File: src/rtl/multicycle_controller.sv
`default_nettype none
// ============================================================================
// Module   : multicycle_controller
// Purpose  : Multi-cycle RISC-V control FSM that sequences a shared ALU,
//            a unified memory port and the register file, with wait-state
//            timeout and illegal-opcode traps.
// Revision : 1.0 - initial release
// ============================================================================
module multicycle_controller #(
    parameter int MEM_WAIT_LIMIT = 16
) (
    input  logic       clk,
    input  logic       reset,
    input  logic [6:0] op,
    input  logic [2:0] funct3,
    input  logic       funct7b5,
    input  logic       zero,
    input  logic       mem_ready,
    output logic       pc_write,
    output logic       adr_src,
    output logic       mem_req,
    output logic       mem_write,
    output logic       ir_write,
    output logic [1:0] result_src,
    output logic [1:0] alu_src_a,
    output logic [1:0] alu_src_b,
    output logic       reg_write,
    output logic [1:0] imm_src,
    output logic [2:0] alu_control,
    output logic [1:0] fault,
    output logic [3:0] state_dbg
);

    localparam logic [3:0] c_FETCH    = 4'd0;
    localparam logic [3:0] c_DECODE   = 4'd1;
    localparam logic [3:0] c_MEMADR   = 4'd2;
    localparam logic [3:0] c_MEMREAD  = 4'd3;
    localparam logic [3:0] c_MEMWB    = 4'd4;
    localparam logic [3:0] c_MEMWRITE = 4'd5;
    localparam logic [3:0] c_EXECR    = 4'd6;
    localparam logic [3:0] c_EXECI    = 4'd7;
    localparam logic [3:0] c_ALUWB    = 4'd8;
    localparam logic [3:0] c_BEQ      = 4'd9;
    localparam logic [3:0] c_JAL      = 4'd10;
    localparam logic [3:0] c_TRAP     = 4'd15;

    localparam logic [6:0] c_OP_LW    = 7'b0000011;
    localparam logic [6:0] c_OP_SW    = 7'b0100011;
    localparam logic [6:0] c_OP_R     = 7'b0110011;
    localparam logic [6:0] c_OP_I     = 7'b0010011;
    localparam logic [6:0] c_OP_BEQ   = 7'b1100011;
    localparam logic [6:0] c_OP_JAL   = 7'b1101111;

    localparam logic [2:0] c_ALU_ADD  = 3'b000;
    localparam logic [2:0] c_ALU_SUB  = 3'b001;
    localparam logic [2:0] c_ALU_AND  = 3'b010;
    localparam logic [2:0] c_ALU_OR   = 3'b011;
    localparam logic [2:0] c_ALU_SLT  = 3'b100;

    localparam logic [1:0] c_FAULT_ILLEGAL = 2'b01;
    localparam logic [1:0] c_FAULT_TIMEOUT = 2'b10;

    localparam logic [7:0] c_WAIT_LIMIT = 8'(MEM_WAIT_LIMIT);
    localparam bit         c_TIMEOUT_EN = (MEM_WAIT_LIMIT != 0);

    logic [3:0] r_state;
    logic [3:0] w_next_state;
    logic [7:0] r_wait_cnt;
    logic [1:0] r_fault;
    logic       w_fault_set;
    logic [1:0] w_fault_code;
    logic       w_mem_wait;
    logic       w_timeout;
    logic [2:0] w_alu_decoded;

    assign w_mem_wait = ((r_state == c_FETCH) || (r_state == c_MEMREAD) ||
                         (r_state == c_MEMWRITE)) && !mem_ready;
    // The limit is reached on the cycle that would make the count equal it,
    // so exactly MEM_WAIT_LIMIT request cycles are issued before the trap.
    assign w_timeout  = c_TIMEOUT_EN && w_mem_wait &&
                        (({1'b0, r_wait_cnt} + 9'd1) == {1'b0, c_WAIT_LIMIT});

    assign state_dbg  = r_state;
    assign fault      = r_fault;

    always_ff @(posedge clk) begin
        if (!reset) begin
            r_state    <= c_FETCH;
            r_fault    <= 2'b00;
            r_wait_cnt <= 8'd0;
        end else begin
            r_state <= w_next_state;
            if (w_fault_set) begin
                r_fault <= w_fault_code;
            end
            if (w_mem_wait && (w_next_state == r_state)) begin
                if (r_wait_cnt != 8'hFF) begin
                    r_wait_cnt <= r_wait_cnt + 8'd1;
                end
            end else begin
                r_wait_cnt <= 8'd0;
            end
        end
    end

    always_comb begin
        w_alu_decoded = c_ALU_ADD;
        case (funct3)
            3'b000:  if ((r_state == c_EXECR) && funct7b5) w_alu_decoded = c_ALU_SUB;
            3'b010:  w_alu_decoded = c_ALU_SLT;
            3'b110:  w_alu_decoded = c_ALU_OR;
            3'b111:  w_alu_decoded = c_ALU_AND;
            default: w_alu_decoded = c_ALU_ADD;
        endcase
    end

    always_comb begin
        case (op)
            c_OP_SW:  imm_src = 2'b01;
            c_OP_BEQ: imm_src = 2'b10;
            c_OP_JAL: imm_src = 2'b11;
            default:  imm_src = 2'b00;
        endcase
    end

    always_comb begin
        w_next_state = r_state;
        w_fault_set  = 1'b0;
        w_fault_code = 2'b00;
        pc_write     = 1'b0;
        adr_src      = 1'b0;
        mem_req      = 1'b0;
        mem_write    = 1'b0;
        ir_write     = 1'b0;
        result_src   = 2'b00;
        alu_src_a    = 2'b00;
        alu_src_b    = 2'b00;
        reg_write    = 1'b0;
        alu_control  = c_ALU_ADD;

        case (r_state)
            c_FETCH: begin
                mem_req    = 1'b1;
                alu_src_b  = 2'b10;
                result_src = 2'b10;
                if (mem_ready) begin
                    ir_write     = 1'b1;
                    pc_write     = 1'b1;
                    w_next_state = c_DECODE;
                end else if (w_timeout) begin
                    w_next_state = c_TRAP;
                    w_fault_set  = 1'b1;
                    w_fault_code = c_FAULT_TIMEOUT;
                end
            end
            c_DECODE: begin
                alu_src_a = 2'b01;
                alu_src_b = 2'b01;
                case (op)
                    c_OP_LW, c_OP_SW: w_next_state = c_MEMADR;
                    c_OP_R:           w_next_state = c_EXECR;
                    c_OP_I:           w_next_state = c_EXECI;
                    c_OP_BEQ:         w_next_state = c_BEQ;
                    c_OP_JAL:         w_next_state = c_JAL;
                    default: begin
                        w_next_state = c_TRAP;
                        w_fault_set  = 1'b1;
                        w_fault_code = c_FAULT_ILLEGAL;
                    end
                endcase
            end
            c_MEMADR: begin
                alu_src_a    = 2'b10;
                alu_src_b    = 2'b01;
                w_next_state = (op == c_OP_LW) ? c_MEMREAD : c_MEMWRITE;
            end
            c_MEMREAD, c_MEMWRITE: begin
                mem_req   = 1'b1;
                adr_src   = 1'b1;
                mem_write = (r_state == c_MEMWRITE);
                if (mem_ready) begin
                    w_next_state = (r_state == c_MEMREAD) ? c_MEMWB : c_FETCH;
                end else if (w_timeout) begin
                    w_next_state = c_TRAP;
                    w_fault_set  = 1'b1;
                    w_fault_code = c_FAULT_TIMEOUT;
                end
            end
            c_MEMWB: begin
                result_src   = 2'b01;
                reg_write    = 1'b1;
                w_next_state = c_FETCH;
            end
            c_EXECR, c_EXECI: begin
                alu_src_a    = 2'b10;
                alu_src_b    = (r_state == c_EXECI) ? 2'b01 : 2'b00;
                alu_control  = w_alu_decoded;
                w_next_state = c_ALUWB;
            end
            c_ALUWB: begin
                reg_write    = 1'b1;
                w_next_state = c_FETCH;
            end
            c_BEQ: begin
                alu_src_a    = 2'b10;
                alu_control  = c_ALU_SUB;
                pc_write     = zero;
                w_next_state = c_FETCH;
            end
            c_JAL: begin
                alu_src_a    = 2'b01;
                alu_src_b    = 2'b10;
                pc_write     = 1'b1;
                w_next_state = c_ALUWB;
            end
            c_TRAP: begin
                w_next_state = c_TRAP;
            end
            default: begin
                w_next_state = c_TRAP;
            end
        endcase

        // Reset aborts immediately: no write of any kind leaves this cycle.
        if (!reset) begin
            pc_write    = 1'b0;
            ir_write    = 1'b0;
            reg_write   = 1'b0;
            mem_req     = 1'b0;
            mem_write   = 1'b0;
            adr_src     = 1'b0;
            alu_src_a   = 2'b00;
            alu_src_b   = 2'b10;
            result_src  = 2'b10;
            alu_control = c_ALU_ADD;
            w_fault_set = 1'b0;
        end
    end

endmodule
`default_nettype wire

File: config.mk
export PLATFORM = sky130hd
export DESIGN_NAME = multicycle_controller
export DESIGN_NICKNAME = d
export VERILOG_FILES = /design/src/rtl/multicycle_controller.sv
export SDC_FILE = /design/constraint.sdc
export NUM_CORES = 1
export LEC_CHECK = 0
export ABC_AREA = 0
export CAP_MARGIN = 20
export CORE_ASPECT_RATIO = 1.1
export CORE_MARGIN = 2
export CORE_UTILIZATION = 44
export CTS_BUF_LIST = sky130_fd_sc_hd__clkbuf_4
export DETAILED_ROUTE_END_ITERATION = 12
export HOLD_SLACK_MARGIN = 0.1
export PLACE_DENSITY_LB_ADDON = 0.3
export SYNTH_ARGS = -nofsm -noshare
export SYNTH_HDL_FRONTEND = slang
export SYNTH_SLANG_ARGS = --single-unit
File: constraint.sdc
create_clock -name clk -period 8.6 [get_ports clk]
set_input_delay 2.58 -clock clk [delete_from_list [all_inputs] [get_ports clk]]
set_output_delay 2.58 -clock clk [all_outputs]
set_load 0.01 [all_outputs]
; After elaboration in Yosys (flattened, before gate mapping)
; Cells that the tools add are included.
[classes]
n_eq_ne = 22
n_reduce_logical = 22
mux = 41
addsub = 2
[ops]
columns = cell, n
row1 = 4-bit one-hot mux with 6 select lines, 1
row2 = 4-bit one-hot mux with 5 select lines, 1
row3 = 1-bit 2-to-1 mux, 19
row4 = "4-bit by 3-bit == test with 1-bit output, second input constant", 4
row5 = "7-bit by 6-bit == test with 1-bit output, second input constant", 2
row6 = "7-bit == test, second input constant", 2
row7 = 2-bit OR reduction, 7
row8 = "4-bit == test, second input constant", 3
row9 = 4-bit 2-to-1 mux, 3
row10 = 2-bit one-hot mux with 2 select lines, 3
row11 = 2-bit one-hot mux with 3 select lines, 2
row12 = 3-bit one-hot mux with 4 select lines, 1
row13 = 2-bit 2-to-1 mux, 5
row14 = "8-bit by 1-bit adder with 9-bit output, second input constant", 1
row15 = "9-bit by 5-bit == test with 1-bit output, second input constant", 1
row16 = 3-bit 2-to-1 mux, 3
row17 = 3-bit OR reduction, 3
row18 = "8-bit by 1-bit adder with 8-bit output, second input constant", 1
row19 = "4-bit by 2-bit == test with 1-bit output, second input constant", 2
row20 = "8-bit inequality test, second input constant", 1
row21 = "7-bit by 2-bit == test with 1-bit output, second input constant", 1
row22 = "7-bit by 5-bit == test with 1-bit output, second input constant", 1
row23 = "3-bit == test, second input constant", 2
row24 = 3-bit one-hot mux with 2 select lines, 1
row25 = other kinds (13), 17
[totals]
output_inout_bits = 23
ff_bits = 14
in_bits = 15
wordCells = 90

; Depth between registers and ports, before layout
[logic_depth]
depth_word = 11
depth_mapped = 6
ltp_nobuf = 5

; Worst setup path after synthesis
; Ideal clock, no wire load.
[synth_path]
path_type = input to output
from = input port funct3[2]
to = output port alu_control[0]
path_slack_ns = 2.225
arrival_time_ns = 3.795
required_time_ns = 6.020
path_stages = 3
n_path_buf = 0
cell_sequence = or4b_2 a2111oi_0 o21a_1
[synth_via]
elab_chain_cells = 4
elab_cells_between_ends = 7
cone_classes = 3 x eq/ne / 3 x mux / 1 x reduce/logical
[synth_rtl]
columns = item, line_no
row1 = start: declaration, 15  ; input logic [2:0] funct3,
row2 = "3-bit == test, or another cell as far along", 108  ; case (funct3)
row3 = 3-bit one-hot mux with 4 select lines *, 108
row4 = 3-bit one-hot mux with 2 select lines *, 141  ; case (r_state)
row5 = 3-bit 2-to-1 mux *, 225  ; if (!reset) begin
row6 = end: declaration, 29  ; output logic [2:0] alu_control,
; Every way passes the cells marked *; elsewhere a longest branch is shown, timed or not.

; Final worst setup path
; Same ends and word-level chain as after synthesis.

==> impl_metrics.env <==
export IMPL_fp_coreArea_um2=2570
export IMPL_grt_start_max_net_pins=22
export IMPL_synth_warnings=0
export IMPL_post_cts_buffers=0
export IMPL_grt_setup_unrepaired="false"
export IMPL_vert_die_dim_um=59.1
export IMPL_tritoncts="built"
export IMPL_vias_per_cell=6.05
export IMPL_final_instance_count_excl_fill=217
export IMPL_final_core_utilization=0.625
export IMPL_die_area_um2=3200
export IMPL_post_synth_num_cell_types=54
export IMPL_grt_util_all_layers=0.214
export IMPL_final_setup_tns_ps=0
export IMPL_synthDominantCellAreaShare=0.231
export IMPL_slew_headroom=0.490
export IMPL_yosys_top_cells_area="dfxtp_1, nor3_1, nor2_1"
export IMPL_clock_latency_ps=280
export IMPL_max_cap_viol_count=0
export IMPL_routedWlPerCell_um=14.3
export IMPL_clkTransAtPathRegs_ps=80
export IMPL_synth_simple_gate_area_share=0.338
export IMPL_cp_cell_sequence="clkdlybuf4s50_1 -> or4b_2 -> a2111oi_0 -> o21a_1 -> clkdlybuf4s50_1"
export IMPL_path_common_cell="clkdlybuf4s50_1"
export IMPL_synthTopCellsByCount="dfxtp_1, nor2_1, nor3_1, nand2_1, clkbuf_1"
export IMPL_cts_resized=0
export IMPL_worstMarginPinSlew_ps=765
export IMPL_syn_mean_instance_area_um2=7.79
export IMPL_cp_max_fo=3
export IMPL_clock_net_sink_count=14
export IMPL_synthMostInstantiatedCell="dfxtp_1"
export IMPL_routed_wl_um=3110
export IMPL_number_of_register_bits_inferred_by_synthesis=14
export IMPL_finClkSkew_ps=0.819
export IMPL_timing_hold_violations_final=0
export IMPL_worst_hold_path_type="flop to flop"
export IMPL_first_iter_violations=33
export IMPL_synthCells=156
export IMPL_fmaxAchievable_mhz=136
export IMPL_ant_nets=0
export IMPL_outcome="completed"
export IMPL_power_leakage_nw=0.582
export IMPL_floorplan_die_width_um=54.1
export IMPL_drive_gt1_frac=0.0753
export IMPL_root_buffer="clkbuf_4"
export IMPL_grt_pass1_vias=1175
export IMPL_antenna_violations_before_repair=0
export IMPL_worst_path_buf_inv=2
export IMPL_power_per_cell_area_nw_per_um2=224
export IMPL_synth_edf_count=0
export IMPL_cp_arrival_ps=4790
export IMPL_worst_hold_slack_across_all_endpoints_ps=466
export IMPL_max_clock_path_buffers=2
export IMPL_nets=204
export IMPL_detail_route_first_pass_iterations=4
export IMPL_num_rows=19
export IMPL_synth_compound_area_frac=0.274
export IMPL_layout_worst_path_cycle_share=0.857
export IMPL_area_share_of_xor_xnor_cells_in_the_synthesized_design=0.0433
export IMPL_wire_length_of_the_first_global_routing_pass_um=5150
export IMPL_drc_errors=0
export IMPL_filler_cell_count=239
export IMPL_place_gp_congestion=0.798
export IMPL_report_final_setup_viol=0
export IMPL_synth_top_family_by_area="simple AND/OR/NAND/NOR gates"
export IMPL_synth_largest_area_cell="dfxtp_1"
export IMPL_synth_adder_area_share=0.0206
export IMPL_port_buffer_count=37
export IMPL_clock_tree_htree_level_count=1
export IMPL_family_with_the_most_delay_on_the_worst_path="buffers and inverters"
export IMPL_count_of_antenna_diodes_in_the_layout=0
export IMPL_synth_flop_cell="dfxtp_1"
export IMPL_asyncSetResetFlopFracSynth=0
export IMPL_dr_total_vias=1313
export IMPL_period_needed_ps=7370
export IMPL_globalRoute_totalOverflow=0
export IMPL_required_ps=6020
export IMPL_synth_seq_area_share=0.231
export IMPL_cp_start_kind="primary input"
export IMPL_ctsHoldBuffers=0
export IMPL_cts_inserted_buffers=3
export IMPL_post_place_cells=213
export IMPL_syn_nets=173
export IMPL_critPathCaptureType="primary output"
export IMPL_worstSetupPathType="primary input to primary output"
export IMPL_yosys_mux_area_fraction=0.0257
export IMPL_vdd_ir_drop_max_v=0.000170
export IMPL_dp_hpwl_um=2340
export IMPL_critical_path_slowest_cell="or4b_2"
export IMPL_power_total_uw=359
export IMPL_initial_utilization=0.473
export IMPL_design_portCount=38
export IMPL_synthesis_area_um2=1210
export IMPL_area_growth_syn_to_layout_pct=32.1
export IMPL_cp_slowest_stage_delay_ps=650
export IMPL_maxSlewViolCount=0
==> tightest hold or removal path: stages, from the launching register on <==
cell,delay [ps]
dfxtp_1,310
nand2_1,50
o2bb2ai_1,60
==> stage by stage <==
| stage | setup slack, ps | area [um^2] |
|---|---|---|
| final | 1230 | 1610 |
| after global routing | 1110 | 1610 |
| after CTS | 1200 | 1610 |
| after detailed placement | 1190 | 1580 |
| after global placement | 1250 | 1580 |
| after floorplan | 2220 | 1210 |
==> path summary, 6_finish.rpt <==
check / start / endpoint / slack [ps] / depth (start not counted)
setup reg to reg: r_wait_cnt[0] / state_dbg[0] / 6220 / 4
hold / removal: fault[0] / fault[0] / 470 / 2
setup / recovery: funct3[2] / alu_control[0] / 1230 / 5
hold reg to reg: fault[0] / fault[0] / 470 / 2
==> where the power goes <==
| group | internal, mW | total, mW | switching (mW) |
|---|---|---|---|
| Combinational | 0.110 | 0.206 | 0.0957 |
| Clock | 0.0168 | 0.0378 | 0.0210 |
| Sequential | 0.0760 | 0.115 | 0.0393 |
==> cell usage in the layout, fill, tap and decap left out, drive strengths merged, types with 2 or more instances in the layout <==
master	n
clkdlybuf4s50	37
dfxtp	14
nor2	13
nor3	12
nand2	11
inv	8
and3	7
o21ai	5
a21oi	5
o21a	4
nand4	4
xnor2	3
and4	3
xor2	3
o41a	3
clkbuf	3
and3b	3
nand3	3
or4b	3
a2111oi	3
nor2b	2
nor4	2
nor4b	2
a211oi	2
mux2i	2
o22ai	2
a41oi	2
ha	2
==> kinds of logic after synthesis <==
| family | count (synthesis) |
|---|---|
| simple gates | 71 |
| compound gates | 40 |
| buf+inv | 20 |
| flops | 14 |
| xor+xnor | 6 |
| mux | 3 |
| fa+ha+maj | 2 |
==> cell type report <==
type	instances	area, um^2	share of cell area
clock inverter	1	3.75	0.00234
timing repair buffer	38	378	0.235
sequential	14	280	0.175
tap	31	38.8	0.0242
inverter	8	30.0	0.0187
clock buffer	3	22.5	0.0140
multi-input combinational	122	852	0.531
==> registers in the layout, summed over array words and instances, names as in the netlist <==
| register | cells |
|---|---|
| r_wait_cnt | 8 |
| state_dbg | 4 |
| fault | 2 |
==> layer usage <==
layer,global-route usage,vias up,routed length (um),share of wire
li1,-,655,-,-
met1,0.276,606,1350,0.43
met2,0.361,50,1520,0.49
met3,0.0581,2,221,0.071
met4,0.0321,0,17,0.0055
met5,0,-,0,0
(Power assumes the default switching activity.)
